--- config.mk ---
export PLATFORM = sky130hd
export DESIGN_NAME = mem_port_arbiter_flat
export DESIGN_NICKNAME = d
export VERILOG_FILES = /design/src/rtl/mem_port_arbiter_if.sv /design/src/rtl/mem_port_arbiter.sv /design/src/flat_wrapper.sv
export SDC_FILE = /design/constraint.sdc
export NUM_CORES = 1
export LEC_CHECK = 0
export ABC_CLOCK_PERIOD_IN_PS = 3400
export CAP_MARGIN = 20
export CORE_AREA = 2 2 90 157
export CTS_CLUSTER_SIZE = 20
export DETAILED_ROUTE_END_ITERATION = 6
export DIE_AREA = 0 0 92 159
export GPL_TIMING_DRIVEN = 0
export PLACE_DENSITY_LB_ADDON = 0.15
export SYNTH_ARGS = -nofsm -noshare
export SYNTH_HDL_FRONTEND = slang
export SYNTH_SLANG_ARGS = --single-unit
export TNS_END_PERCENT = 10
--- constraint.sdc ---
create_clock -name iCLOCK -period 3.4 [get_ports iCLOCK]
set_input_delay 0.34 -clock iCLOCK [delete_from_list [all_inputs] [get_ports iCLOCK]]
set_output_delay 0.34 -clock iCLOCK [all_outputs]
set_load 0.01 [all_outputs]
--- src/rtl/mem_port_arbiter_if.sv ---
// Bus bundle between the core's fetch/data ports, the arbiter and the
// single-port memory. The arbiter connects through the slave modport;
// the core/memory side connects through the master modport.
interface mem_port_arbiter_if #(
  parameter int ADDR_W = 32,
  parameter int DATA_W = 32
);

  // Instruction-fetch port
  logic              iIReq;
  logic [ADDR_W-1:0] iIAddress;
  logic [DATA_W-1:0] oIReadData;
  logic              oIAck;

  // Data port
  logic              iDReq;
  logic              iDWrite;
  logic [ADDR_W-1:0] iDAddress;
  logic [DATA_W-1:0] iDWriteData;
  logic [3:0]        iDByteEnable;
  logic [DATA_W-1:0] oDReadData;
  logic              oDAck;

  // Memory side
  logic [ADDR_W-1:0] oMemAddress;
  logic [DATA_W-1:0] oMemWriteData;
  logic [3:0]        oMemByteEnable;
  logic              oMemRead;
  logic              oMemWrite;
  logic [DATA_W-1:0] iMemReadData;

  // Debug
  logic [1:0]        oGrant;
  logic [2:0]        oState;

  modport slave (
    input  iIReq, iIAddress,
    input  iDReq, iDWrite, iDAddress, iDWriteData, iDByteEnable,
    input  iMemReadData,
    output oIReadData, oIAck,
    output oDReadData, oDAck,
    output oMemAddress, oMemWriteData, oMemByteEnable, oMemRead, oMemWrite,
    output oGrant, oState
  );

  modport master (
    output iIReq, iIAddress,
    output iDReq, iDWrite, iDAddress, iDWriteData, iDByteEnable,
    output iMemReadData,
    input  oIReadData, oIAck,
    input  oDReadData, oDAck,
    input  oMemAddress, oMemWriteData, oMemByteEnable, oMemRead, oMemWrite,
    input  oGrant, oState
  );

endinterface

--- src/rtl/mem_port_arbiter.sv ---
// Shares one single-port memory between the instruction-fetch port and the
// data port. Each access runs IDLE -> CMD -> (WAIT) -> ACK with no
// pipelining. Data accesses win arbitration unless the fetch port has
// already been passed over STARVE_LIMIT times in a row.
// Reads spend MEM_LATENCY cycles in WAIT; the read data is captured at the
// end of the last WAIT cycle so it is already valid while the ack is high.
module mem_port_arbiter #(
  parameter int ADDR_W       = 32,
  parameter int DATA_W       = 32,
  parameter int MEM_LATENCY  = 1,
  parameter int STARVE_LIMIT = 4
) (
  input logic                iCLOCK,
  input logic                iRST_n,
  mem_port_arbiter_if.slave  bus
);

  typedef enum logic [2:0] {
    IDLE = 3'd0,
    CMD  = 3'd1,
    WAIT = 3'd2,
    ACK  = 3'd3
  } state_t;

  localparam logic [1:0] GRANT_NONE = 2'b00;
  localparam logic [1:0] GRANT_I    = 2'b01;
  localparam logic [1:0] GRANT_D    = 2'b10;

  localparam logic [3:0] STARVE_MAX = 4'(STARVE_LIMIT);
  localparam logic [3:0] STARVE_SAT = 4'hF;
  localparam logic [1:0] LAT_LAST   = 2'(MEM_LATENCY - 1);

  state_t            state;
  state_t            next_state;
  logic [3:0]        starve;
  logic [1:0]        lat_cnt;
  logic [1:0]        grant;
  logic              is_write;
  logic [ADDR_W-1:0] addr_r;
  logic [DATA_W-1:0] wdata_r;
  logic [3:0]        be_r;
  logic [DATA_W-1:0] i_rdata;
  logic [DATA_W-1:0] d_rdata;
  logic              d_win;
  logic              i_win;
  logic              lat_done;

  // Arbitration: data first, unless the fetch port has waited too long
  always_comb begin
    d_win    = 1'b0;
    i_win    = 1'b0;
    lat_done = (lat_cnt == LAT_LAST);
    if (bus.iDReq && (!bus.iIReq || (starve < STARVE_MAX))) begin
      d_win = 1'b1;
    end else if (bus.iIReq) begin
      i_win = 1'b1;
    end
  end

  // State register
  always_ff @(posedge iCLOCK) begin
    if (!iRST_n) begin
      state <= IDLE;
    end else begin
      state <= next_state;
    end
  end

  // Next-state logic; writes skip WAIT because nothing comes back
  always_comb begin
    next_state = state;
    case (state)
      IDLE: begin
        if (d_win || i_win) begin
          next_state = CMD;
        end
      end
      CMD: begin
        if (is_write) begin
          next_state = ACK;
        end else begin
          next_state = WAIT;
        end
      end
      WAIT: begin
        if (lat_done) begin
          next_state = ACK;
        end
      end
      ACK: begin
        next_state = IDLE;
      end
      default: begin
        next_state = IDLE;
      end
    endcase
  end

  // Request registration at grant, latency counting and read-data capture
  always_ff @(posedge iCLOCK) begin
    if (!iRST_n) begin
      grant    <= GRANT_NONE;
      is_write <= 1'b0;
      addr_r   <= '0;
      wdata_r  <= '0;
      be_r     <= 4'h0;
      lat_cnt  <= 2'd0;
      i_rdata  <= '0;
      d_rdata  <= '0;
    end else begin
      case (state)
        IDLE: begin
          if (d_win) begin
            grant    <= GRANT_D;
            addr_r   <= bus.iDAddress;
            wdata_r  <= bus.iDWriteData;
            be_r     <= bus.iDByteEnable;
            is_write <= bus.iDWrite;
          end else if (i_win) begin
            grant    <= GRANT_I;
            addr_r   <= bus.iIAddress;
            be_r     <= 4'hF;
            is_write <= 1'b0;
          end
        end
        CMD: begin
          lat_cnt <= 2'd0;
        end
        WAIT: begin
          if (lat_done) begin
            if (grant == GRANT_I) begin
              i_rdata <= bus.iMemReadData;
            end else begin
              d_rdata <= bus.iMemReadData;
            end
          end else begin
            lat_cnt <= lat_cnt + 2'd1;
          end
        end
        ACK: begin
          grant <= GRANT_NONE;
        end
        default: begin
          grant <= GRANT_NONE;
        end
      endcase
    end
  end

  // Starvation counter: counts data grants made over a waiting fetch
  always_ff @(posedge iCLOCK) begin
    if (!iRST_n) begin
      starve <= 4'd0;
    end else if (state == IDLE) begin
      if (!bus.iIReq || i_win) begin
        starve <= 4'd0;
      end else if (d_win && (starve != STARVE_SAT)) begin
        starve <= starve + 4'd1;
      end
    end
  end

  assign bus.oMemAddress    = addr_r;
  assign bus.oMemWriteData  = wdata_r;
  assign bus.oMemByteEnable = be_r;
  assign bus.oMemRead       = (state == CMD) && !is_write;
  assign bus.oMemWrite      = (state == CMD) && is_write;
  assign bus.oIReadData     = i_rdata;
  assign bus.oDReadData     = d_rdata;
  assign bus.oIAck          = (state == ACK) && (grant == GRANT_I);
  assign bus.oDAck          = (state == ACK) && (grant == GRANT_D);
  assign bus.oGrant         = grant;
  assign bus.oState         = state;

endmodule

--- src/flat_wrapper.sv ---
// flat-port wrapper written by rule: the top's interface ports become plain ports
module mem_port_arbiter_flat 
#(
  parameter int ADDR_W       = 32,
  parameter int DATA_W       = 32,
  parameter int MEM_LATENCY  = 1,
  parameter int STARVE_LIMIT = 4
)
  (iCLOCK, iRST_n, bus_iIReq, bus_iIAddress, bus_iDReq, bus_iDWrite, bus_iDAddress, bus_iDWriteData, bus_iDByteEnable, bus_iMemReadData, bus_oIReadData, bus_oIAck, bus_oDReadData, bus_oDAck, bus_oMemAddress, bus_oMemWriteData, bus_oMemByteEnable, bus_oMemRead, bus_oMemWrite, bus_oGrant, bus_oState);
  mem_port_arbiter_if #(.ADDR_W(ADDR_W), .DATA_W(DATA_W)) bus_i ();
  input logic iCLOCK;
  input logic iRST_n;
  input wire logic [$bits(bus_i.iIReq)-1:0] bus_iIReq;
  input wire logic [$bits(bus_i.iIAddress)-1:0] bus_iIAddress;
  input wire logic [$bits(bus_i.iDReq)-1:0] bus_iDReq;
  input wire logic [$bits(bus_i.iDWrite)-1:0] bus_iDWrite;
  input wire logic [$bits(bus_i.iDAddress)-1:0] bus_iDAddress;
  input wire logic [$bits(bus_i.iDWriteData)-1:0] bus_iDWriteData;
  input wire logic [$bits(bus_i.iDByteEnable)-1:0] bus_iDByteEnable;
  input wire logic [$bits(bus_i.iMemReadData)-1:0] bus_iMemReadData;
  output wire logic [$bits(bus_i.oIReadData)-1:0] bus_oIReadData;
  output wire logic [$bits(bus_i.oIAck)-1:0] bus_oIAck;
  output wire logic [$bits(bus_i.oDReadData)-1:0] bus_oDReadData;
  output wire logic [$bits(bus_i.oDAck)-1:0] bus_oDAck;
  output wire logic [$bits(bus_i.oMemAddress)-1:0] bus_oMemAddress;
  output wire logic [$bits(bus_i.oMemWriteData)-1:0] bus_oMemWriteData;
  output wire logic [$bits(bus_i.oMemByteEnable)-1:0] bus_oMemByteEnable;
  output wire logic [$bits(bus_i.oMemRead)-1:0] bus_oMemRead;
  output wire logic [$bits(bus_i.oMemWrite)-1:0] bus_oMemWrite;
  output wire logic [$bits(bus_i.oGrant)-1:0] bus_oGrant;
  output wire logic [$bits(bus_i.oState)-1:0] bus_oState;
  assign bus_i.iIReq = bus_iIReq;
  assign bus_i.iIAddress = bus_iIAddress;
  assign bus_i.iDReq = bus_iDReq;
  assign bus_i.iDWrite = bus_iDWrite;
  assign bus_i.iDAddress = bus_iDAddress;
  assign bus_i.iDWriteData = bus_iDWriteData;
  assign bus_i.iDByteEnable = bus_iDByteEnable;
  assign bus_i.iMemReadData = bus_iMemReadData;
  assign bus_oIReadData = bus_i.oIReadData;
  assign bus_oIAck = bus_i.oIAck;
  assign bus_oDReadData = bus_i.oDReadData;
  assign bus_oDAck = bus_i.oDAck;
  assign bus_oMemAddress = bus_i.oMemAddress;
  assign bus_oMemWriteData = bus_i.oMemWriteData;
  assign bus_oMemByteEnable = bus_i.oMemByteEnable;
  assign bus_oMemRead = bus_i.oMemRead;
  assign bus_oMemWrite = bus_i.oMemWrite;
  assign bus_oGrant = bus_i.oGrant;
  assign bus_oState = bus_i.oState;
  mem_port_arbiter #(.ADDR_W(ADDR_W), .DATA_W(DATA_W), .MEM_LATENCY(MEM_LATENCY), .STARVE_LIMIT(STARVE_LIMIT)) u_core (.iCLOCK(iCLOCK), .iRST_n(iRST_n), .bus(bus_i));
endmodule
* Yosys cells after proc, flatten, opt, wreduce, memory -nomap -nowiden
Index checks and enable logic that the tools add are counted.
Storage, ports and cells: register bits after elaboration 144, output and inout port bits 141, logic and storage cells 70, input bits 137
Cells by class: magnitude comparators 1, $add $sub $neg 2, equal/unequal tests 10, reductions and logical operators 25, bitwise logic cells 2, mux-type cells 20
Operator list (count):
- $mux 32 | 2
- $mux 4 | 4
- $reduce_and 2->1 | 6
- $pmux 3 s3 | 1
- $pmux 2 s2 | 2
- $eq 3x2->1 const B | 2
- $logic_and 1x1->1 | 6
- $mux 1 | 6
- $mux 2 | 3
- $mux 3 | 2
- $reduce_and 3->1 | 2
- $reduce_bool 2->1 | 3
- $add 4x1->4 const B | 1
- $lt 4x3->1 const B | 1
- $ne 2x1->1 const B | 2
- $ne 4x4->1 const B | 1
- $eq 3x1->1 const B | 1
- $logic_not 3->1 | 1
- $logic_or 1x1->1 | 3
- $ne 3x1->1 const B | 1
- $add 2x1->2 const B | 1
- $eq 2x1->1 const B | 1
- $eq 2x2->1 const B | 1
- $logic_not 1->1 | 2
- 4 further kinds | 5

* Logic depth before layout (Yosys ltp)
Gate-level depths: netlist of the first run.
word-level depth 7, depth in mapped cells 7, depth with buffers taken out 5

* Worst setup path before layout of the first run
Ideal clock, no wire load.
path type flip-flop to flip-flop, from register u_core.state[0], in the netlist u_core.bus.oState[0], to register u_core.state[0], in the netlist u_core.bus.oState[0], clock period less this slack 1.610 ns, buffers on the path 0, stages on the path, launching flop included 6, slack 1.790 ns, arrival time 1.539 ns, data required time 3.330 ns, setup time 0.070 ns, path through dfxtp_1 inv_1 ha_1 nor3b_1 or4_1 a21oi_1
On the way: word-level cells in the longest chain between the ends 3, elaborated cells between the ends (all ways) 7, classes of those cells eq/ne (4); mux (1); reduce/logical (2)
RTL lines:
- start: declaration | line mem_port_arbiter.sv:33 | state_t state;
- start signal: assignment | line mem_port_arbiter.sv:65 | state <= next_state;
- $eq 3x2->1 or $logic_not 3->1 (tied branches) | line mem_port_arbiter.sv:72 | case (state)
- $ne 2x1->1 (no line)
- $reduce_and 2->1 (no line)
Parallel ways exist; a longest one is shown, timed or not. A chain may end at the register's enable or synchronous reset.

* Worst setup path after layout of the first run
from register u_core.grant[0], in the netlist u_core.bus.oGrant[0], to output port bus_oIAck
On the way: word-level cells in the longest chain between the ends 2
RTL lines:
- start: declaration | line mem_port_arbiter.sv:37 | logic [1:0] grant;
- start signal: assignment | line mem_port_arbiter.sv:102 | grant <= GRANT_NONE;
- start signal: assignment | line mem_port_arbiter.sv:114 | grant <= GRANT_D;
- start signal: assignment | line mem_port_arbiter.sv:120 | grant <= GRANT_I;
- $eq 2x1->1 | line mem_port_arbiter.sv:170 | assign bus.oIAck = (state == ACK) && (grant == GRANT_I);
- $logic_and 1x1->1 | line mem_port_arbiter.sv:170
- end: declaration | line flat_wrapper.sv:22 | output wire logic [$bits(bus_i.oIAck)-1:0] bus_oIAck;
No other way between the ends.

==> results of run 1 <==
[cell usage after synthesis, drive strengths merged]
library cell  count  area (um^2)
conb              1         3.75
and3b             1         8.76
mux2i            32          320
nand2           133          499
nand2b            2         12.5
o21ai           107          539
or3b              1         8.76
ha                7         87.6
nor2              6         22.5
a211o             1         8.76
clkbuf           47          176
nand4b            2         17.5
dfxtp           143         2860
inv               7         26.3
nand4             1         6.26
nor3b             3         22.5
and3              1         6.26
a21oi           108          541
buf              17          111
a31oi            32          200
or4               1         7.51
o22ai             1         6.26
a211oi            2         15.0
and4b             1         10.0
nand4bb           1         11.3
o21a              4         30.0
nand3            32          160
and2b             1         7.51
and2              4         25.0
nor2b             2         12.5
[metal layers]
layer	share of wire, %	track usage (%)	up-vias	wire (um)
li1	-	-	3033	-
met2	53	46.2	229	9880
met5	0	0	-	0
met1	37	26.5	2775	6990
met4	2.7	9.36	0	500
met3	6.9	7.05	27	1290
[power groups by stage]
stage | registers, uW | clock network, uW | logic (uW)
2_1_floorplan | 2440 | 0 | 1070
3_3_place_gp | 2280 | 0 | 2470
3_5_place_dp | 2280 | 0 | 2480
4_1_cts | 2260 | 1950 | 2490
5_1_grt | 2300 | 2030 | 2680
6_report | 2260 | 1930 | 2480
[state kept, by name, summed over array words and instances, names as in the netlist]
signal / count
u_core.bus.oDReadData: 32
u_core.bus.oIReadData: 32
u_core.bus.oMemAddress: 32
u_core.bus.oMemWriteData: 32
u_core.bus.oMemByteEnable: 4
u_core.starve: 4
u_core.bus.oGrant: 2
u_core.bus.oState: 2
u_core.lat_cnt: 2
u_core.is_write: 1
[cells in the final DEF (no fill, tap or decap), drive strengths merged, types with 17 or more instances in the layout]
master           n
a21oi          108
a31oi           32
buf             17
clkbuf          65
clkdlybuf4s50  276
dfxtp          143
mux2i           32
nand2          133
nand3           32
o21ai          107
[worst min-delay path: stages, from the launching register on]
cell     delay (ps)
dfxtp_1         310
nand2_1          50
a21oi_1          50
[how the worst max path moves through the flow]
stage                                              endpoint  slack, ps  cells past startpoint
detailed placement  u_core.bus.oMemAddress[16]$_SDFFE_PN0P_       1190                      6
floorplan                 u_core.bus.oState[0]$_SDFFE_PN0P_       1790                      5
global route                                      bus_oIAck        750                      4
CTS                                               bus_oIAck        810                      4
global placement    u_core.bus.oMemAddress[11]$_SDFFE_PN0P_       1220                      6
finish                                            bus_oIAck        840                      4
[cell type report]
type                            instances  area share (%)
Timing Repair Buffer                  276            29.5
Tap cell                              174            2.33
Multi-Input combinational cell        487            27.7
Clock inverter                         14            1.82
Buffer                                 64            3.08
Sequential cell                       143            30.6
Inverter                                7           0.281
Clock buffer                           18            4.69
[cells by family (layout without fill, tap and decap cells)]
family / count (synthesis) / count (layout) / share of synthesized area (%)
AO/OA/AOI/OAI: 255 / 255 / 23.2
adder cells (fa/ha/maj): 7 / 7 / 1.52
other: 1 / 1 / 0.0650
multiplexers: 32 / 32 / 5.55
AND/OR/NAND/NOR: 192 / 192 / 14.5
buffers and inverters: 71 / 379 / 5.45
flip-flops: 143 / 143 / 49.6
[through the flow]
step | std cells | area, um^2 | util (%) | setup WS (ps) | power (uW)
6_report | 1183 | 9360 | 70.3 | 839 | 6670
2_1_floorplan | 701 | 5770 | - | 1790 | 3510
3_5_place_dp | 1151 | 8750 | 65.7 | 1190 | 4760
4_1_cts | 1183 | 9360 | 70.3 | 815 | 6700
3_3_place_gp | 1151 | 8750 | 65.7 | 1220 | 4740
5_1_grt | 1183 | 9360 | 70.3 | 747 | 7010
==> flow_metrics.env, run 1 <==
export IMPL_clk_latency_ps=410
export IMPL_synth_cell_types=34
export IMPL_ys_seq_area_share_pct=49.6
export IMPL_critPathBufInv=2
export IMPL_clkTransAtPathRegs_ps=60
export IMPL_p_seq_share_pct=33.9
export IMPL_fin_crit_sh_pct=75.3
export IMPL_min_to="u_core.bus.oIReadData[20]$_SDFFE_PN0P_"
export IMPL_cts_sinks=143
export IMPL_die_area_um2=14600
export IMPL_drive_gt1_share_pct=5.15
export IMPL_slew_viol_final=0
export IMPL_ys_warn_count=0
export IMPL_htree_num_levels=4
export IMPL_fin_skew_ps=9.70
export IMPL_hpwl_um=14200
export IMPL_intPower_uw=4430
export IMPL_p_sw_uw=2240
export IMPL_maxCapViolCount=0
export IMPL_startpoint_type="flip-flop"
export IMPL_ff2ff_setup_slack_ps=1500
export IMPL_hold_slack_ps=455
export IMPL_path_delay_family="buffers and inverters"
export IMPL_grt_first_pass_wirelength_um=29500
export IMPL_p_leak_uw=0.00336
export IMPL_startpoint="u_core.bus.oGrant[0]$_SDFFE_PN0P_"
export IMPL_synth_fp_nets=845
export IMPL_io_buffer_count=276
export IMPL_diodes=0
export IMPL_min_from="u_core.bus.oIReadData[20]$_SDFFE_PN0P_"
export IMPL_viasPerCell=5.13
export IMPL_cts_tree="done"
export IMPL_rows=56
export IMPL_n_fill_cell=1087
export IMPL_core_um2=13300
export IMPL_post_cts_setup_buffer_count=0
export IMPL_grt_setup_unrepaired="no"
export IMPL_min_path_type="flip-flop to flip-flop"
export IMPL_hold_violations=0
export IMPL_maxSlewHeadroom_pct=62.7
export IMPL_setup_viol=0
export IMPL_run_status="finished, final reports clean"
export IMPL_ctsRootBufferMaster="clkbuf_16"
export IMPL_grt_max_degree=17
export IMPL_drt_drc_violations_left=0
export IMPL_crit_fanout=10
export IMPL_cts_resized=0
export IMPL_place_congestion=0.833
export IMPL_worst_setup_path_end_kind="output pin"
export IMPL_die_height_um=159
export IMPL_cpPeakStageDelay_ps=570
export IMPL_synth_seq_cells=143
export IMPL_grt_remaining_overflow=0
export IMPL_tightestPinTransition_ps=558
export IMPL_regArea_um2=2860
export IMPL_rr_endpoint="u_core.bus.oMemAddress[16]$_SDFFE_PN0P_"
export IMPL_p_clk_share_pct=28.9
export IMPL_timing_worst_setup_path_type="flip-flop to output pin"
export IMPL_vias=6064
export IMPL_netlist_area_um2=5770
export IMPL_critPathArrivalTime_ps=2220
export IMPL_max_freq_ghz=0.390
export IMPL_cpMaxStageDelayCell="clkdlybuf4s50_1"
export IMPL_cts_made_buffers=17
export IMPL_grt_use_total_pct=25.0
export IMPL_multiInputGateArea_um2=2590
export IMPL_antenna_found_initial=0
export IMPL_r2r_start="u_core.bus.oState[0]$_SDFFE_PN0P_"
export IMPL_chipWidth_um=92
export IMPL_fin_crit_ps=2560
export IMPL_postSynthAreaPerCell_um2=8.23
export IMPL_wl_per_cell_um=15.8
export IMPL_grt_pass1_vias=5879
export IMPL_clk_path_buf_depth=2
export IMPL_syn_inst=701
export IMPL_drtIter0Drc=195
export IMPL_num_io_pins=278
export IMPL_hold_depth=2
export IMPL_fin_tns_setup_ps=0
export IMPL_wl_um=18700
export IMPL_max_vdd_ir_drop_mv=0.478
export IMPL_syn_to_final_growth_pct=62.2
export IMPL_drtAntennaViolNets=0
export IMPL_nets=1140
export IMPL_pwr_density_cell_nw_per_um2=712
export IMPL_swShare_pct=33.6
export IMPL_pwr_share_comb_pct=37.2
export IMPL_ff2ff_path_depth=6
export IMPL_crit_chain="and2b_1, clkbuf_1, and2_1, clkdlybuf4s50_1"
export IMPL_cts_hold_buffers=0
export IMPL_cp_required_ps=3060
export IMPL_start_util_pct=43.3
export IMPL_dr_pass1_iters=4
Power figures use the tool's default switching activity.
==> run 2, diff against run 1 <==
--- a/config.mk
+++ b/config.mk
@@ -5,12 +5,12 @@
 export SDC_FILE = /design/constraint.sdc
 export NUM_CORES = 1
 export LEC_CHECK = 0
-export ABC_CLOCK_PERIOD_IN_PS = 3400
+export ABC_CLOCK_PERIOD_IN_PS = 2200
 export CAP_MARGIN = 20
-export CORE_AREA = 2 2 90 157
+export CORE_AREA = 2 2 98 171
 export CTS_CLUSTER_SIZE = 20
 export DETAILED_ROUTE_END_ITERATION = 6
-export DIE_AREA = 0 0 92 159
+export DIE_AREA = 0 0 100 173
 export GPL_TIMING_DRIVEN = 0
 export PLACE_DENSITY_LB_ADDON = 0.15
 export SYNTH_ARGS = -nofsm -noshare
==> constraint.sdc (replaced) <==
create_clock -name iCLOCK -period 2.2 [get_ports iCLOCK]
set_input_delay 0.22 -clock iCLOCK [delete_from_list [all_inputs] [get_ports iCLOCK]]
set_output_delay 0.22 -clock iCLOCK [all_outputs]
set_load 0.01 [all_outputs]
==> flow_metrics.env, run 2 (synthesis results as in run 1) <==
export IMPL_hold_violations=0
export IMPL_dr_pass1_iters=4
export IMPL_p_total_uw=10300
export IMPL_critPathArrivalTime_ps=1860
export IMPL_multiInputGateArea_um2=2590
export IMPL_worst_setup_path_end_kind="output pin"
export IMPL_wl_um=19400
export IMPL_drtAntennaViolNets=0
export IMPL_place_congestion=0.828
export IMPL_run_status="finished, final reports clean"
export IMPL_hpwl_um=14700
export IMPL_die_height_um=173
export IMPL_maxCapViolCount=0
export IMPL_drtIter0Drc=157
export IMPL_grt_pass1_vias=6030
export IMPL_grt_first_pass_wirelength_um=30900
export IMPL_slew_viol_final=0
export IMPL_cpPeakStageDelay_ps=550
export IMPL_final_cell_mix="clkdlybuf4s50_1 (276), dfxtp_1 (143), nand2_1 (133)"
export IMPL_drive_gt1_share_pct=5.26
export IMPL_cts_tree="done"
export IMPL_r2r_start="u_core.bus.oState[0]$_SDFFE_PN0P_"
export IMPL_drt_drc_violations_left=0
export IMPL_timing_worst_setup_path_type="flip-flop to output pin"
export IMPL_maxSlewHeadroom_pct=57.4
export IMPL_crit_chain="and2b_4, and2_1, clkdlybuf4s50_1"
export IMPL_startpoint_type="flip-flop"
export IMPL_viasPerCell=5.06
export IMPL_clk_path_buf_depth=2
export IMPL_fin_skew_ps=11.9
export IMPL_ff2ff_path_depth=6
export IMPL_crit_fanout=15
export IMPL_cts_sinks=143
export IMPL_clkTransAtPathRegs_ps=60
export IMPL_hold_depth=3
export IMPL_n_fill_cell=1470
export IMPL_syn_to_final_growth_pct=62.4
export IMPL_setup_viol=0
export IMPL_nets=1139
export IMPL_grt_setup_unrepaired="no"
export IMPL_grt_max_degree=17
export IMPL_tightestPinTransition_ps=637
export IMPL_fin_crit_sh_pct=94.7
export IMPL_p_leak_uw=0.00335
export IMPL_mostFrequentLayoutCell="clkdlybuf4s50_1"
export IMPL_ctsRootBufferMaster="clkbuf_16"
export IMPL_htree_num_levels=4
export IMPL_max_vdd_ir_drop_mv=0.552
export IMPL_clk_latency_ps=420
export IMPL_cpMaxStageDelayCell="clkdlybuf4s50_1"
export IMPL_cp_required_ps=1980
export IMPL_min_from="bus_iDWriteData[30]"
export IMPL_io_buffer_count=276
export IMPL_min_path_type="input pin to flip-flop"
export IMPL_num_io_pins=278
export IMPL_wl_per_cell_um=16.2
export IMPL_grt_use_total_pct=22.2
export IMPL_core_um2=15900
export IMPL_fin_crit_ps=2080
export IMPL_grt_remaining_overflow=0
export IMPL_vias=6062
export IMPL_fin_tns_setup_ps=0
export IMPL_pwr_density_cell_nw_per_um2=1100
export IMPL_post_cts_setup_buffer_count=0
export IMPL_regArea_um2=2860
export IMPL_chipWidth_um=100
export IMPL_antenna_found_initial=1
export IMPL_rows=61
export IMPL_max_freq_ghz=0.480
export IMPL_startpoint="u_core.bus.oGrant[1]$_SDFFE_PN0P_"
export IMPL_cts_made_buffers=17
export IMPL_die_area_um2=17300
export IMPL_cts_hold_buffers=0
export IMPL_start_util_pct=36.3
==> run 2: cell type report <==
cell class | count | area share, %
diodes | 1 | 0.0267
repair buffers | 276 | 29.5
clock inverters | 15 | 1.86
flip-flops and latches | 143 | 30.6
clock buffers | 17 | 4.54
well taps | 189 | 2.52
multi-input cells | 487 | 27.7
plain buffers | 63 | 3.03
inverters | 7 | 0.281
==> run 2: timing repair <==
item,in CTS,in global routing
endpoints found under the setup margin,1,1
gates resized for setup,1,1
pin swaps,0,0
cloned,0,0
==> run 2: stage by stage <==
stage	util [%]	hold WS, ps	instances	area (um^2)	setup slack (ps)
2_1_floorplan	-	356	701	5770	590
3_3_place_gp	55.2	441	1166	8770	152
3_5_place_dp	55.2	446	1166	8770	86.9
4_1_cts	59.0	341	1197	9360	49.1
5_1_grt	59.0	356	1198	9370	36.8
6_report	59.0	362	1198	9370	118
==> run 2: final timing paths <==
kind                                                                   to  slack (ps)
worst max register to register      u_core.bus.oIReadData[6]$_SDFFE_PN0P_         390
worst min register to register     u_core.bus.oIReadData[14]$_SDFFE_PN0P_         450
worst min-delay path            u_core.bus.oMemWriteData[30]$_SDFFE_PN0P_         360
worst max-delay path                                            bus_oIAck         120
==> run 2: report_power, final <==
part           internal, uW  leakage, uW  switching, uW
Clock                  1710     0.000282           1210
Combinational          1930      0.00190           1920
Sequential             3170      0.00117            321
==> run 2: worst max-delay path, delay by kind of cell, from the launching register on <==
| kind | cells | cell delay, ps |
|---|---|---|
| buf+inv | 1 | 550 |
| simple gates | 2 | 530 |
| flops | 1 | 370 |
==> run 2: routing by layer <==
metal,vias up,wire (um),track usage (%)
met3,18,1180,6.14
met4,0,251,6.56
met5,-,0,0
li1,3030,-,-
met1,2808,7330,23.5
met2,206,10600,41.8
==> run 3, diff against run 2 <==
--- a/config.mk
+++ b/config.mk
@@ -6,7 +6,6 @@
 export NUM_CORES = 1
 export LEC_CHECK = 0
 export ABC_CLOCK_PERIOD_IN_PS = 2200
-export CAP_MARGIN = 20
 export CORE_AREA = 2 2 98 171
 export CTS_CLUSTER_SIZE = 20
 export DETAILED_ROUTE_END_ITERATION = 6
==> results of run 3 <==
Final layout, timing and power as in run 2 (identical DEF).
